## src/rtl/fetch_pkg.sv

```systemverilog
`default_nettype none
// ============================================================================
// Module   : fetch_pkg
// Purpose  : Shared types and constants for the instruction fetch sequencer.
// Revision : 1.0 - initial release
// ============================================================================
package fetch_pkg;

    typedef enum logic [1:0] {
        FETCH   = 2'd0,
        DELIVER = 2'd1,
        HALTED  = 2'd2
    } state_t;

    localparam logic [10:0] HALT_OP    = 11'h7FF;
    localparam int          INST_BYTES = 4;
    localparam int          PC_INC     = 4;

    function automatic logic is_halt(input logic [31:0] word);
        return word[31:21] == HALT_OP;
    endfunction

endpackage
`default_nettype wire

```

## src/rtl/byte_assembler.sv

```systemverilog
`default_nettype none
// ============================================================================
// Module   : byte_assembler
// Purpose  : Captures four bytes into a little-endian word, tracks byte index.
// Revision : 1.0 - initial release
// ============================================================================
module byte_assembler
    import fetch_pkg::*;
(
    input  logic        clk,
    input  logic        reset,
    input  logic        clear,
    input  logic        capture,
    input  logic [7:0]  rdata,
    output logic [1:0]  byte_idx,
    output logic        last,
    output logic [31:0] word
);

    logic [7:0] r_bytes [INST_BYTES];
    logic [1:0] r_idx;

    always_ff @(posedge clk) begin
        if (reset || clear) begin
            for (int i = 0; i < INST_BYTES; i++) begin
                r_bytes[i] <= 8'h00;
            end
            r_idx <= 2'd0;
        end else if (capture) begin
            r_bytes[r_idx] <= rdata;
            r_idx          <= r_idx + 2'd1;
        end
    end

    assign byte_idx = r_idx;
    assign last     = (r_idx == 2'd3);
    assign word     = {r_bytes[3], r_bytes[2], r_bytes[1], r_bytes[0]};

endmodule
`default_nettype wire

```

## src/rtl/fetch_sequencer.sv

```systemverilog
`default_nettype none
// ============================================================================
// Module   : fetch_sequencer
// Purpose  : Owns the PC, fetches 4 bytes per instruction, hands words to
//            decode. Optional macro FETCH_ALIGN_CHECK_EN faults on misaligned
//            redirect targets.
// Revision : 1.0 - initial release
// ============================================================================
module fetch_sequencer
    import fetch_pkg::*;
#(
    parameter int              PC_W     = 64,
    parameter logic [PC_W-1:0] RESET_PC = '0
) (
    input  logic            clk,
    input  logic            reset,
    output logic            mem_req,
    output logic [PC_W-1:0] mem_addr,
    input  logic [7:0]      mem_rdata,
    input  logic            mem_valid,
    output logic            inst_valid,
    input  logic            inst_ready,
    output logic [31:0]     inst,
    output logic [PC_W-1:0] inst_pc,
    input  logic            pc_src,
    input  logic [PC_W-1:0] branch_addr,
    output logic            halted,
    output logic            fault
);

    localparam logic [PC_W-1:0] c_pc_inc = PC_W'(PC_INC);

    state_t          r_state;
    state_t          w_next_state;
    logic [PC_W-1:0] r_pc;
    logic [PC_W-1:0] r_inst_pc;
    logic            r_mem_req;

    logic [1:0]      w_byte_idx;
    logic            w_last_slot;
    logic [31:0]     w_word;
    logic            w_handshake;
    logic            w_halt_hs;
    logic            w_redirect;
    logic            w_misaligned;
    logic            w_capture;
    logic            w_last;

    assign w_handshake = (r_state == DELIVER) && inst_ready;
    assign w_halt_hs   = w_handshake && is_halt(w_word);
    // A delivered HALT takes precedence over a coincident redirect.
    assign w_redirect  = pc_src && (r_state != HALTED) && !w_halt_hs;
    assign w_capture   = (r_state == FETCH) && r_mem_req && mem_valid && !w_redirect;
    assign w_last      = w_capture && w_last_slot;

`ifdef FETCH_ALIGN_CHECK_EN
    logic r_fault;
    assign w_misaligned = w_redirect && (branch_addr[1:0] != 2'b00);
    always_ff @(posedge clk) begin
        if (reset) begin
            r_fault <= 1'b0;
        end else if (w_misaligned) begin
            r_fault <= 1'b1;
        end
    end
    assign fault = r_fault;
`else
    assign w_misaligned = 1'b0;
    assign fault        = 1'b0;
`endif

    byte_assembler u_asm (
        .clk      (clk),
        .reset    (reset),
        .clear    (w_redirect),
        .capture  (w_capture),
        .rdata    (mem_rdata),
        .byte_idx (w_byte_idx),
        .last     (w_last_slot),
        .word     (w_word)
    );

    always_ff @(posedge clk) begin
        if (reset) begin
            r_state <= FETCH;
        end else begin
            r_state <= w_next_state;
        end
    end

    always_comb begin
        w_next_state = r_state;
        case (r_state)
            FETCH: begin
                if (w_misaligned)    w_next_state = HALTED;
                else if (w_redirect) w_next_state = FETCH;
                else if (w_last)     w_next_state = DELIVER;
            end
            DELIVER: begin
                if (w_halt_hs)         w_next_state = HALTED;
                else if (w_misaligned) w_next_state = HALTED;
                else if (w_redirect)   w_next_state = FETCH;
                else if (w_handshake)  w_next_state = FETCH;
            end
            HALTED:  w_next_state = HALTED;
            default: w_next_state = FETCH;
        endcase
    end

    always_comb begin
        mem_req    = r_mem_req;
        inst_valid = (r_state == DELIVER);
        halted     = (r_state == HALTED);
    end

    // Request is registered so it first rises the cycle after reset releases.
    always_ff @(posedge clk) begin
        if (reset) begin
            r_pc      <= RESET_PC;
            r_inst_pc <= '0;
            r_mem_req <= 1'b0;
        end else begin
            r_mem_req <= (w_next_state == FETCH);
            if (w_halt_hs) begin
                r_pc <= r_pc + c_pc_inc;
            end else if (w_redirect) begin
                r_pc <= branch_addr;
            end else if (w_handshake) begin
                r_pc <= r_pc + c_pc_inc;
            end
            if (w_last) begin
                r_inst_pc <= r_pc;
            end
        end
    end

    assign mem_addr = r_pc + PC_W'(w_byte_idx);
    assign inst     = w_word;
    assign inst_pc  = r_inst_pc;

endmodule
`default_nettype wire

```

## config.mk

```make
export PLATFORM = sky130hd
export DESIGN_NAME = fetch_sequencer
export DESIGN_NICKNAME = d
export VERILOG_FILES = /design/src/rtl/fetch_pkg.sv /design/src/rtl/byte_assembler.sv /design/src/rtl/fetch_sequencer.sv
export SDC_FILE = /design/constraint.sdc
export NUM_CORES = 1
export LEC_CHECK = 0
export ABC_AREA = 1
export CAP_MARGIN = 15
export CELL_PAD_IN_SITES_DETAIL_PLACEMENT = 1
export CELL_PAD_IN_SITES_GLOBAL_PLACEMENT = 2
export CORE_MARGIN = 3
export CORE_UTILIZATION = 24
export DETAILED_ROUTE_END_ITERATION = 10
export PLACE_DENSITY_LB_ADDON = 0.1
export SYNTH_ARGS = -nofsm -noshare
export SYNTH_HDL_FRONTEND = slang
export SYNTH_HIERARCHICAL = 1
export SYNTH_SLANG_ARGS = --single-unit
```

## constraint.sdc

```tcl
create_clock -name clk -period 2.86 [get_ports clk]
set_clock_uncertainty 0.15 [all_clocks]
set_input_delay 0.715 -clock clk [delete_from_list [all_inputs] [get_ports clk]]
set_output_delay 0.715 -clock clk [all_outputs]
set_load 0.05 [all_outputs]
```

After elaboration in Yosys (flattened, before gate mapping)
Memories as Yosys holds them, arrays and structs flattened.
Index checks and enable logic that the tools add are counted.
W data, S select, Z words.
{ "op_classes": {"muxes": 17, "n_addsub": 3, "n_reduce_logical": 15, "eq_ne": 5} }
{ "op_table": {"columns": ["cell", "n"], "rows": [
  ["$mux W64", 3],
  ["$add A64 B2 Y64", 1],
  ["$add A64 B3 Y64 const B", 1],
  ["$mux W2", 6],
  ["$eq A11 B11 Y1 const B", 1],
  ["$logic_and A1 B1 Y1", 8],
  ["$mux W8", 1],
  ["$reduce_or A8 Y1", 1],
  ["$mux W1", 6],
  ["$pmux W2 S3", 1],
  ["$eq A2 B2 Y1 const B", 2],
  ["$logic_not A2 Y1", 2],
  ["$reduce_bool A3 Y1", 1],
  ["$add A2 B1 Y2 const B", 1],
  ["$eq A2 B1 Y1 const B", 1],
  ["$logic_not A1 Y1", 2],
  ["$ne A2 B2 Y1 const B", 1],
  ["$logic_or A1 B1 Y1", 1]
]} }
{ "word_totals": {"register_bits": 133, "input_bits": 77, "memories": 1, "output_inout_bits": 164, "elab_cells": 46, "ramBits": 32} }
{ "mem_list": {"columns": ["memory", "words", "word_bits", "rd", "rd_clocked_by_memory_dff", "write_ports", "line", "source"], "rows": [
  ["u_asm.r_bytes", 4, 8, 4, 0, 4, "byte_assembler.sv:20", "logic [7:0] r_bytes [INST_BYTES];"]
]} }

Logic depth before layout (Yosys ltp)
{ "depth": {"depth_word": 12, "ltp_mapped": 14, "ltp_nobuf": 13} }

By module
Netlist, hierarchy kept.
{ "modules_own_cells": {"columns": ["mod", "cells_each", "seq_area_each_um2", "area_per_inst_um2", "instances"], "rows": [
  ["fetch_sequencer", 1545, 2622.5, 9173.8, 1],
  ["byte_assembler", 97, 1001.0, 1310.0, 1]
]} }

Least setup slack after synthesis
No wires, ideal clock.
{ "synth_timing": {"path_type": "flip-flop to output port", "startpoint": "register u_asm.r_idx[0] (netlist: u_asm/byte_idx[0])", "endpoint": "output mem_addr[44]", "arrival_time_ns": 2.776, "stages_incl_launch_ff": 11, "required_time_ns": 1.995, "path_slack_ns": -0.781, "path_buffers": 1, "path_cell_list": "dfxtp_1 -> ha_1 -> inv_1 -> fa_1 -> clkbuf_1 -> nor2_1 -> nand2_1 -> nor2_1 -> nand2_1 -> nor3_1 -> xor2_1"} }
{ "synth_between": {"elab_chain_cells": 1} }
{ "synth_lines": {"columns": ["item", "line", "source"], "rows": [
  ["start, declared", "byte_assembler.sv:21", "logic [1:0] r_idx;"],
  ["start signal, assigned", "byte_assembler.sv:31", "r_idx <= r_idx + 2'd1;"],
  ["$add A64 B2 Y64", "fetch_sequencer.sv:137", "assign mem_addr = r_pc + PC_W'(w_byte_idx);"],
  ["end, declared", "fetch_sequencer.sv:18", "output logic [PC_W-1:0] mem_addr,"]
]} }
Every way passes these cells.

Worst setup path in the final report
{ "layout_timing": {"startpoint": "register r_pc[0]", "endpoint": "output mem_addr[60]"} }
{ "layout_between": {"elab_chain_cells": 1} }
{ "layout_lines": {"columns": ["item", "line", "source"], "rows": [
  ["start, declared", "fetch_sequencer.sv:35", "logic [PC_W-1:0] r_pc;"],
  ["start signal, assigned", "fetch_sequencer.sv:125", "r_pc <= r_pc + c_pc_inc;"],
  ["start signal, assigned", "fetch_sequencer.sv:127", "r_pc <= branch_addr;"],
  ["start signal, assigned", "fetch_sequencer.sv:129", "r_pc <= r_pc + c_pc_inc;"],
  ["$add A64 B2 Y64", "fetch_sequencer.sv:137", null]
]} }
Every way passes these cells.

==> run_results.csv <==
group,metric,value,unit
global_route,grt_pass1_vias,12700,
yosys,synth_ff_type,"dfxtp_1",
sta,worst_pin_slew,0.767,ns
status,violations,"setup timing",
global_route,grt_util_all_layers,0.224,
critical_path,crit_fanout,2,
final_layout,layout-drive-gt1-share,0.366,
yosys,netlist_top_cells_area,"dfxtp_1, nand2_1, nor2_1",
route,post_drt_wl_per_cell,19.5,microns
floorplanning,rows,75,
critical_path,r2r-end,"r_pc[42]",
final_layout,diodes,0,
global_route,grt_max_degree,68,
place,port_buffers,239,
yosys,synth.most_common_cell,"nand2_1",
floorplanning,die-width,215,microns
worst_hold_path,min_path_cells,4,
critical_path,ff2ff_path_depth,19,
critical_path,reg2reg_from,"r_pc[3]",
final_layout,areaGrowthSynthToFinish,86.2,%
clocking,hold_buffers,0,
worst_hold_path,min_from,"inst_pc[51]",
yosys,ys_top_cells_by_count,"nand2_1, nor2_1, inv_1",
power,leakage,8.69,nW
global_route,grt_pass1_wl,78.5,mm
clocking,htreeDepth,4,
clocking,cts.sinks,165,
place,placed_area,16400,sq um
floorplanning,ioPinCount,241,
sta,hold_viol,0,
place,place_congestion,0.897,
critical_path,slowest_stage,"dfxtp_2",
floorplanning,core,42500,sq um
route,drc,0,
global_route,grt_overflow_total,0,
route,first_pass_iters,4,
critical_path,reg2reg_slack,0.09,ns
global_route,grt_util_met3,0.0302,
yosys,synth_cell_types,46,
sta,postLayoutSetupSlackWorst,-0.473,ns
route,viasPerCell,4.51,
critical_path,cp-start-kind,"flop",
critical_path,critPathTopFamily,"adder cells",
critical_path,path_cells,"ha_4 > inv_2 > fa_2 > nor2_4 > buf_4 > buf_6 > buf_4 > nand3_4 > nor2_4 > xor2_4 > buf_12",
place,hpwl,41.2,mm
clocking,clock_latency,0.47,ns
final_layout,nNetsFinal,2218,
power,ir_worst_vdd,0.305,mV
worst_hold_path,hold_end,"inst_pc[51]",
critical_path,slowest_delay,0.37,ns
sta,period_minus_slack,3.33,ns
sta,period_share,1.17,
critical_path,crit_arrival,2.47,ns
worst_hold_path,hold_class,"reg -> reg",
floorplanning,fp.dieH,215,microns
global_route,antenna_found_initial,0,
yosys,synth_top_area_share,0.254,
route,ant_nets,0,
sta,setup_tns,-17.49,ns
route,drtIter0Drc,574,
global_route,grt_util_met2,0.356,
yosys,syn_area_per_cell,6.38,sq um
yosys,ys_ff_latch,165,
sta,max_freq,300,MHz
clocking,clk_path_buf_depth,2,
yosys,synthesis.nets,1724,
critical_path,cp-end-kind,"primary output",
critical_path,worst-path-buf-inv,5,
clocking,ctsRootBufferMaster,"clkbuf_16",
status,outcome,"finished, violations left",
floorplanning,initial_core_util,0.247,
yosys,synth-async-reset-ratio,0,
power,p_per_area,325,nW/um^2
sta,setup_viol,61,
place,dp_slack,-0.225,ns
clocking,cts_tree,"yes",
yosys,yosysWarnings,6,
yosys,synth_cells,1642,
route,vias,12300,
yosys,ys_seq_area_frac,0.346,
global_route,busiest_layer,"met2",
critical_path,critical_path_class,"reg -> out",
route,routed_wl,53.2,mm
sta,maxSlewViolCount,0,
critical_path,worst-endpoint-required,2.00,ns
yosys,synth-edff-count,32,
yosys,syn-cell-area,10500,sq um
yosys,synth_top_area_cell,"dfxtp_1",
global_route,gr-usage-met1,0.319,
clocking,path_clk_slew,0.07,ns
floorplanning,die_area,46200,sq um
sta,maxSlewHeadroom,0.489,
sta,rsz0062_at_grt,"yes",
final_layout,stdcell_area,19500,sq um
clocking,cts_buffers,17,
flow_run,max_cap_viol_count,0,
==> final cells by class <==
cell class              count  area, sq um
inverters                 201          777
clock inverters            15          176
multi-input cells        1188         7770
flip-flops and latches    165         3740
well taps                 577          722
fillers                  5037        23000
clock buffers              17          425
repair buffers            563         5910
==> worst max-delay path by stage <==
stage                      startpoint            to  slack [ns]  cells past startpoint
global route                  r_pc[0]  mem_addr[56]       -0.59                     10
CTS                           r_pc[0]  mem_addr[36]       -0.51                      9
detailed placement            r_pc[3]  mem_addr[54]       -0.22                      9
finish                        r_pc[0]  mem_addr[60]       -0.47                     11
floorplan           u_asm/byte_idx[0]  mem_addr[56]       -0.24                     10
global placement              r_pc[1]  mem_addr[35]       -0.15                      9
==> worst min-delay path: stages, from the launching register on <==
cell	delay, ns
dfxtp_1	0.31
inv_1	0.05
nand2_1	0.04
nand2_1	0.05
nor2_1	0.03
==> power breakdown <==
| group | internal [mW] | switching [mW] |
|---|---|---|
| registers | 2.44 | 0.0859 |
| clock network | 1.25 | 1.23 |
| logic | 0.585 | 0.753 |
| total | 4.28 | 2.07 |
==> placed cells by master (no fill, tap or decap), drive strengths merged, types with 2 or more instances in the layout <==
cell / instances
a21oi: 51
buf: 389
clkbuf: 17
clkdlybuf4s50: 174
clkinv: 8
dfxtp: 133
edfxtp: 32
ha: 4
inv: 206
nand2: 453
nand3: 157
nand3b: 11
nand4: 15
nor2: 339
nor3: 13
nor3b: 3
o211ai: 16
o21ai: 45
o31ai: 2
or2: 3
xnor2: 15
xor2: 55
==> metal layers <==
layer | vias to the layer above | wire, microns
met1 | 6007 | 26000
li1 | 6052 | -
met5 | - | 0
met4 | 0 | 883
met2 | 205 | 24800
met3 | 38 | 1530
==> what timing repair did <==
item,in CTS,in global routing
buffers inserted,48,45
pin swaps,52,80
endpoints found under the setup margin,62,63
resized for setup,218,259
==> registers in the layout, indices dropped and copies added (netlist names) <==
| register | cells |
|---|---|
| inst_pc | 64 |
| r_pc | 64 |
| r_state | 2 |
| mem_req | 1 |
| u_asm/byte_idx | 2 |
| u_asm/r_bytes | 32 |
==> cell families after synthesis <==
kind of cell / Yosys count / share of synthesized area
AND/OR/NAND/NOR: 995 / 0.413
flip-flops: 165 / 0.346
adder cells (fa/ha/maj): 5 / 0.00668
AO/OA/AOI/OAI: 117 / 0.0615
buffers and inverters: 289 / 0.114
other: 1 / 0.000358
XOR/XNOR: 70 / 0.0585
==> stage by stage <==
step / power (mW) / cells / util / hold slack, ns
after global placement: 3.84 / 2622 / 0.386 / 0.351
after floorplan: 3.18 / 1642 / - / 0.333
after global routing: 6.59 / 2726 / 0.459 / 0.401
after CTS: 6.40 / 2701 / 0.428 / 0.368
final: 6.35 / 2726 / 0.459 / 0.364
after detailed placement: 3.84 / 2622 / 0.386 / 0.353
Note: power is estimated with default switching activity, not from simulation.
